**config.mk**
```make
export PLATFORM = sky130hd
export DESIGN_NAME = muldiv_unit
export DESIGN_NICKNAME = d
export VERILOG_FILES = /design/src/rtl/riscv_pkg.sv /design/src/rtl/muldiv_unit.sv
export SDC_FILE = /design/constraint.sdc
export NUM_CORES = 1
export LEC_CHECK = 0
export CAP_MARGIN = 20
export CORE_AREA = 3 3 203 205
export CTS_BUF_LIST = sky130_fd_sc_hd__clkbuf_8
export DETAILED_ROUTE_END_ITERATION = 10
export DIE_AREA = 0 0 206 208
export GPL_ROUTABILITY_DRIVEN = 0
export SYNTH_ARGS = -nofsm -noshare
export SYNTH_HDL_FRONTEND = slang
export SYNTH_SLANG_ARGS = --single-unit
```
**constraint.sdc**
```tcl
create_clock -name clk -period 5.3 [get_ports clk]
set_input_delay 0.795 -clock clk [delete_from_list [all_inputs] [get_ports clk]]
set_output_delay 0.795 -clock clk [all_outputs]
set_load 0.03 [all_outputs]
```
**src/rtl/riscv_pkg.sv**
```systemverilog
// Shared RV32 definitions for the multiply/divide unit: datapath width,
// M-extension funct3 encodings and the iterative engine's state encoding.
package riscv_pkg;
    localparam int XLEN = 32;

    typedef enum logic [2:0] {
        OP_MUL    = 3'd0,
        OP_MULH   = 3'd1,
        OP_MULHSU = 3'd2,
        OP_MULHU  = 3'd3,
        OP_DIV    = 3'd4,
        OP_DIVU   = 3'd5,
        OP_REM    = 3'd6,
        OP_REMU   = 3'd7
    } muldiv_op_e;

    typedef enum logic [1:0] {
        MD_IDLE,
        MD_CALC,
        MD_DONE
    } muldiv_state_e;
endpackage

```
**src/rtl/muldiv_unit.sv**
```systemverilog
// Iterative RV32M multiply/divide: one bit per cycle on operand magnitudes in a
// single shared 64-bit accumulator, sign fix-up in DONE, fixed 33-cycle latency.
module muldiv_unit #(
    parameter int XLEN = riscv_pkg::XLEN
) (
    input  logic            clk,
    input  logic            reset,
    input  logic            start,
    input  logic [2:0]      funct3,
    input  logic [XLEN-1:0] operand_a,
    input  logic [XLEN-1:0] operand_b,
    input  logic [4:0]      dest_addr,
    output logic            busy,
    output logic            done,
    output logic [XLEN-1:0] result,
    output logic [4:0]      result_addr,
    output logic            write_enable
);
    import riscv_pkg::*;

    localparam int CW = $clog2(XLEN);

    muldiv_state_e   state_q, state_d;
    muldiv_op_e      op_q, op_d;
    logic [2*XLEN-1:0] acc_q, acc_d;
    logic [XLEN-1:0] b_q, b_d;
    logic [XLEN-1:0] a_q, a_d;
    logic            neg_q, neg_d;
    logic            bz_q, bz_d;
    logic [4:0]      dest_q, dest_d;
    logic [CW-1:0]   cnt_q, cnt_d;
    logic [XLEN-1:0] res_q;
    logic [4:0]      raddr_q;

    // Request decode: which operands are signed and what sign the result takes
    muldiv_op_e      req_op;
    logic            a_neg, b_neg;
    logic [XLEN-1:0] a_mag, b_mag;
    assign req_op = muldiv_op_e'(funct3);
    assign a_neg  = (req_op inside {OP_MULH, OP_MULHSU, OP_DIV, OP_REM}) && operand_a[XLEN-1];
    assign b_neg  = (req_op inside {OP_MULH, OP_DIV, OP_REM}) && operand_b[XLEN-1];
    assign a_mag  = a_neg ? -operand_a : operand_a;
    assign b_mag  = b_neg ? -operand_b : operand_b;

    logic            is_div;
    logic [XLEN:0]   mul_sum;
    logic [XLEN:0]   rem_s;
    logic            rem_ge;
    logic [XLEN-1:0] rem_sub;
    logic [2*XLEN-1:0] step;
    assign is_div  = op_q inside {OP_DIV, OP_DIVU, OP_REM, OP_REMU};
    assign mul_sum = {1'b0, acc_q[2*XLEN-1:XLEN]} + {1'b0, (acc_q[0] ? b_q : '0)};
    assign rem_s   = acc_q[2*XLEN-1:XLEN-1];
    assign rem_ge  = rem_s >= {1'b0, b_q};
    assign rem_sub = rem_s[XLEN-1:0] - b_q;

    // Multiply shifts right adding into the top half; divide shifts left,
    // quotient bits entering at the bottom, remainder growing in the top half.
    always_comb begin
        step = '0;
        if (is_div)
            step = rem_ge ? {rem_sub, acc_q[XLEN-2:0], 1'b1}
                          : {rem_s[XLEN-1:0], acc_q[XLEN-2:0], 1'b0};
        else
            step = {mul_sum, acc_q[XLEN-1:1]};
    end

    logic [2*XLEN-1:0] prod;
    logic [XLEN-1:0]   quo, rem, fin;
    assign prod = neg_q ? -acc_q : acc_q;
    assign quo  = acc_q[XLEN-1:0];
    assign rem  = acc_q[2*XLEN-1:XLEN];

    always_comb begin
        fin = '0;
        case (op_q)
            OP_MUL:                        fin = prod[XLEN-1:0];
            OP_MULH, OP_MULHSU, OP_MULHU:  fin = prod[2*XLEN-1:XLEN];
            OP_DIV, OP_DIVU:               fin = bz_q ? '1  : (neg_q ? -quo : quo);
            OP_REM, OP_REMU:               fin = bz_q ? a_q : (neg_q ? -rem : rem);
            default:                       fin = '0;
        endcase
    end

    always_comb begin
        state_d = state_q;
        op_d    = op_q;
        acc_d   = acc_q;
        b_d     = b_q;
        a_d     = a_q;
        neg_d   = neg_q;
        bz_d    = bz_q;
        dest_d  = dest_q;
        cnt_d   = cnt_q;
        case (state_q)
            MD_CALC: begin
                acc_d = step;
                cnt_d = cnt_q + CW'(1);
                if (cnt_q == CW'(XLEN-1))
                    state_d = MD_DONE;
            end
            default: begin
                if (state_q == MD_DONE)
                    state_d = MD_IDLE;
                if (start) begin
                    state_d = MD_CALC;
                    op_d    = req_op;
                    acc_d   = {{XLEN{1'b0}}, a_mag};
                    b_d     = b_mag;
                    a_d     = operand_a;
                    neg_d   = (req_op == OP_REM) ? a_neg : (a_neg ^ b_neg);
                    bz_d    = (operand_b == '0);
                    dest_d  = dest_addr;
                    cnt_d   = '0;
                end
            end
        endcase
    end

    always_ff @(posedge clk) begin
        if (reset) begin
            state_q <= MD_IDLE;
            op_q    <= OP_MUL;
            acc_q   <= '0;
            b_q     <= '0;
            a_q     <= '0;
            neg_q   <= 1'b0;
            bz_q    <= 1'b0;
            dest_q  <= '0;
            cnt_q   <= '0;
            res_q   <= '0;
            raddr_q <= '0;
        end else begin
            state_q <= state_d;
            op_q    <= op_d;
            acc_q   <= acc_d;
            b_q     <= b_d;
            a_q     <= a_d;
            neg_q   <= neg_d;
            bz_q    <= bz_d;
            dest_q  <= dest_d;
            cnt_q   <= cnt_d;
            if (state_q == MD_DONE) begin
                res_q   <= fin;
                raddr_q <= dest_q;
            end
        end
    end

    assign busy         = (state_q == MD_CALC);
    assign done         = (state_q == MD_DONE);
    assign result       = done ? fin : res_q;
    assign result_addr  = done ? dest_q : raddr_q;
    assign write_enable = done && (result_addr != 5'd0);
endmodule

```
==> results.md <==
* Initial DRC count at between 1500 and 2000
* Total GRT Usage at 0.272
* Initial antenna violation count at 0
* Clock Latency Late Sink at 0.52 ns
* Post-synth top cells: nand2_1 (276), nor2_1 (253), a21oi_1 (222)
* Top delay family on crit path: simple AND/OR/NAND/NOR gates
* Switch share at 0.386
* Clock power share at 0.268
* Remaining Overflow, GRT at 0
* DRC Markers at 0
* Maxcap violations at 0
* Clock slew at reported path FFs at ~0.10 ns
* Period utilisation layout at 0.966
* Slowest stage delay, CP at between 0.7 and 0.8 ns
* Post-Syn Area at between 0.015 and 0.02 sq mm
* Worst R2R Path Depth at 12
* CTS buffer count at 17
* Sequential power share at 0.407
* FF-to-FF setup slack at between 1 and 1.5 ns
* Pwr dens at 212 mW/mm^2
* CP Cell Sequence: inv_1 -> ha_1 -> or4b_1 -> nor2_1 -> nand4_2 -> o22ai_1 -> a211oi_1 -> o211ai_1 -> o21ai_0 -> o21ai_0 -> clkdlybuf4s50_1
* Number of flops mapped to enable cells by yosys at 0
* Syn Inst Count at ~2300
* Placed cells at 2771
* Core area at between 0.03 and 0.04 sq mm
* Synth-to-Final Area Change at 12.5%
* Vias per cell at 6.08
* GR Util met3 at 0.0767
* CTS Sinks at between 150 and 200
* Area leader, netlist: dfxtp_1
* Met1 usage at 0.399
* Syn Nets at approximately 2400
* WP data arrival at approximately 4.3 ns
* P_int at between 2 and 2.5 mW
* Area occupied by multi-input gates at 0.0113 sq mm
* FF-to-FF Start: acc_q[0]$_SDFFE_PP0P_
* Detail Placement HPWL at roughly 45000 microns
* Worst-Margin Slew at 1.09 ns
* Synth warn at 0
* Seq/Total Area, Yosys at 0.230
* Count leader, synth: nand2_1
* NumNets Final at 2413
* Max-slew headroom at 0.270
* Count of final setup violators at 0
* Worst Setup End Kind: output port
* Net switching power at between 1 and 1.5 mW
* Most used routing layer: met1
* Mean Syn Cell Area at about 7 sq um
* RSZ-0062 raised after global routing: no
* Leak pwr at a little under 7 nW
* Max FO, Critical Path at 15
* Die ar. at around 0.043 sq mm
* Final Power at 3.78 mW
* Pin count of the biggest net entering global routing at just under 100
* DR WL/cell at about 21 microns
* Layout Utilization at 0.449
* I/O Pins at ~120
* Sequential cell area at roughly 0.0036 sq mm
* Die Span X at roughly 200 microns
* Tmin final at roughly 5 ns
* Remaining antenna violation count at 0
* IO buf count at between 100 and 150
* Share of layout cells above drive strength 1 at 0.0492
* Worst path most repeated cell: o21ai_0
* Register bit count reported by yosys at about 180
* Layout fillers at 4134
* Setup total negative slack at 0 ns
* Critical path's slowest cell: clkdlybuf4s50_1
* Initial Util at 0.399
* H-tree depth at 4
* Comb power frac at 0.325
* Global-route wire length before repair at just over 90000 microns
* Synth top area share at 0.230
* Required time of the critical path at roughly 4.5 ns
* HP Start: b_q[29]$_SDFFE_PP0P_
* Clk_skew at between 0.015 and 0.02 ns
* Die Y at 208 microns
* Top FF cell, synth: dfxtp_1
* Root buffer cell: clkbuf_8
* CP Buf/Inv Count at 2
* Drt first pass iters at 7
* WL final at about 60000 microns
* Non-filler cells in the finished layout at approximately 2800
* Hold Fails Final Rpt at 0
* Number of global-route vias before repair at between 15000 and 20000
* Hold EP: b_q[29]$_SDFFE_PP0P_
* FMAX at around 200 MHz
* Ranking of synthesized cells by area: dfxtp_1 (23%), a21oi_1 (7.0%), nand2_1 (6.5%)
* Worst hold path class: reg -> reg
* Clk buf depth at 2
* Vias at 17000
* Slew Viols, Final at 0
* Crit path kind: reg -> out
* Worst setup SP type: flip-flop
* TritonCTS clock tree: yes
* R2R Path End: acc_q[63]$_SDFFE_PP0P_
* Post-synth ARST share at 0
* VDD IR max at approximately 160 uV
* Synth cell types at 77
* Std-Cell Rows at 73
* Grt met2 use at 0.381
* Hold Crit Depth at 2
* Status: complete, no violations
==> flip-flops by register name (all words and copies together) (netlist names) <==
name     flops
raddr_q      5
cnt_q        5
neg_q        1
acc_q       64
res_q       32
op_q         3
a_q         32
dest_q       5
b_q         32
state_q      2
bz_q         1
==> kinds of logic after synthesis <==
logic type | share of synthesized area
adders and majority gates | 0.0579
xor gates and xnor gates | 0.0968
muxes | 0.0312
DFF | 0.230
buffers and inverters | 0.0598
and+or+nand+nor | 0.236
AOI/OAI and AO/OA | 0.288
==> cell type report <==
| class | count | area share |
|---|---|---|
| multi-input combinational | 1821 | 0.633 |
| tap | 525 | 0.0369 |
| inverter | 80 | 0.0169 |
| clock inverter | 13 | 0.00843 |
| sequential | 182 | 0.205 |
| clock buffer | 18 | 0.0139 |
| timing repair buffer | 164 | 0.0864 |
| antenna | 1 | 0.000141 |
==> timing repair <==
item                                    CTS  global route
buffers inserted                          0             0
endpoints found under the setup margin    0             3
gates resized for setup                   0             1
hold buffers                              0             0
==> power by group through the flow <==
stage	logic, mW	clock network [mW]	registers [mW]
2_1_floorplan	0.845	0	1.51
3_3_place_gp	1.18	0	1.56
3_5_place_dp	1.19	0	1.56
4_1_cts	1.19	1.03	1.53
5_1_grt	1.34	1.09	1.54
6_report	1.23	1.01	1.54
==> cells in the final DEF (no fill, tap or decap), types with 11 or more instances in the layout <==
| cell | Yosys | final |
|---|---|---|
| a211oi_1 | 78 | 78 |
| a21o_1 | 27 | 27 |
| a21oi_1 | 222 | 222 |
| a221oi_1 | 15 | 15 |
| a22oi_1 | 16 | 16 |
| a31oi_1 | 21 | 21 |
| and3_1 | 18 | 18 |
| buf_4 | 0 | 50 |
| clkbuf_8 | 0 | 18 |
| clkdlybuf4s50_1 | 0 | 111 |
| dfxtp_1 | 182 | 180 |
| ha_1 | 70 | 70 |
| inv_1 | 78 | 79 |
| mux2i_1 | 46 | 46 |
| nand2_1 | 276 | 275 |
| nand2b_1 | 18 | 17 |
| nand3_1 | 35 | 35 |
| nand4_1 | 17 | 17 |
| nor2_1 | 253 | 252 |
| nor2b_1 | 46 | 46 |
| nor3_1 | 50 | 49 |
| nor4_1 | 23 | 22 |
| o211ai_1 | 19 | 19 |
| o21ai_0 | 155 | 155 |
| o22ai_1 | 11 | 11 |
| o31ai_1 | 25 | 25 |
| o41ai_1 | 17 | 17 |
| or3_1 | 26 | 26 |
| or4_1 | 12 | 12 |
| xnor2_1 | 80 | 80 |
| xor2_1 | 95 | 95 |
==> worst reg2reg max path, delay by kind of cell (launching register included) <==
family                   cells  cell delay [ns]
AO/OA/AOI/OAI                8             2.90
buffers and inverters        2             0.42
adder cells (fa/ha/maj)      1             0.38
flip-flops                   1             0.32
AND/OR/NAND/NOR              1             0.12
==> per-stage QoR <==
stage / instance area [sq um] / setup slack (ns) / hold slack, ns
detailed placement: 17400 / 0.752 / 0.448
CTS: 17800 / 0.159 / 0.462
floorplan: 15800 / 0.716 / 0.431
global placement: 17400 / 0.801 / 0.442
finish: 17800 / 0.181 / 0.461
global route: 17800 / 0.0115 / 0.485
==> routing by layer <==
layer | part of all wire | wire length [microns]
met1 | 0.46 | 27100
met2 | 0.40 | 23900
met3 | 0.11 | 6270
met4 | 0.035 | 2060
met5 | 0 | 0
==> worst max-delay path by stage <==
stage	from	to	cells past startpoint
finish	acc_q[1]$_SDFFE_PP0P_	result[2]	11
global route	acc_q[33]$_SDFFE_PP0P_	result[27]	9
CTS	acc_q[41]$_SDFFE_PP0P_	result[17]	8
detailed placement	acc_q[41]$_SDFFE_PP0P_	result[17]	8
global placement	acc_q[41]$_SDFFE_PP0P_	result[17]	8
floorplan	acc_q[0]$_SDFFE_PP0P_	result[18]	10
Power figures use the tool's default switching activity.
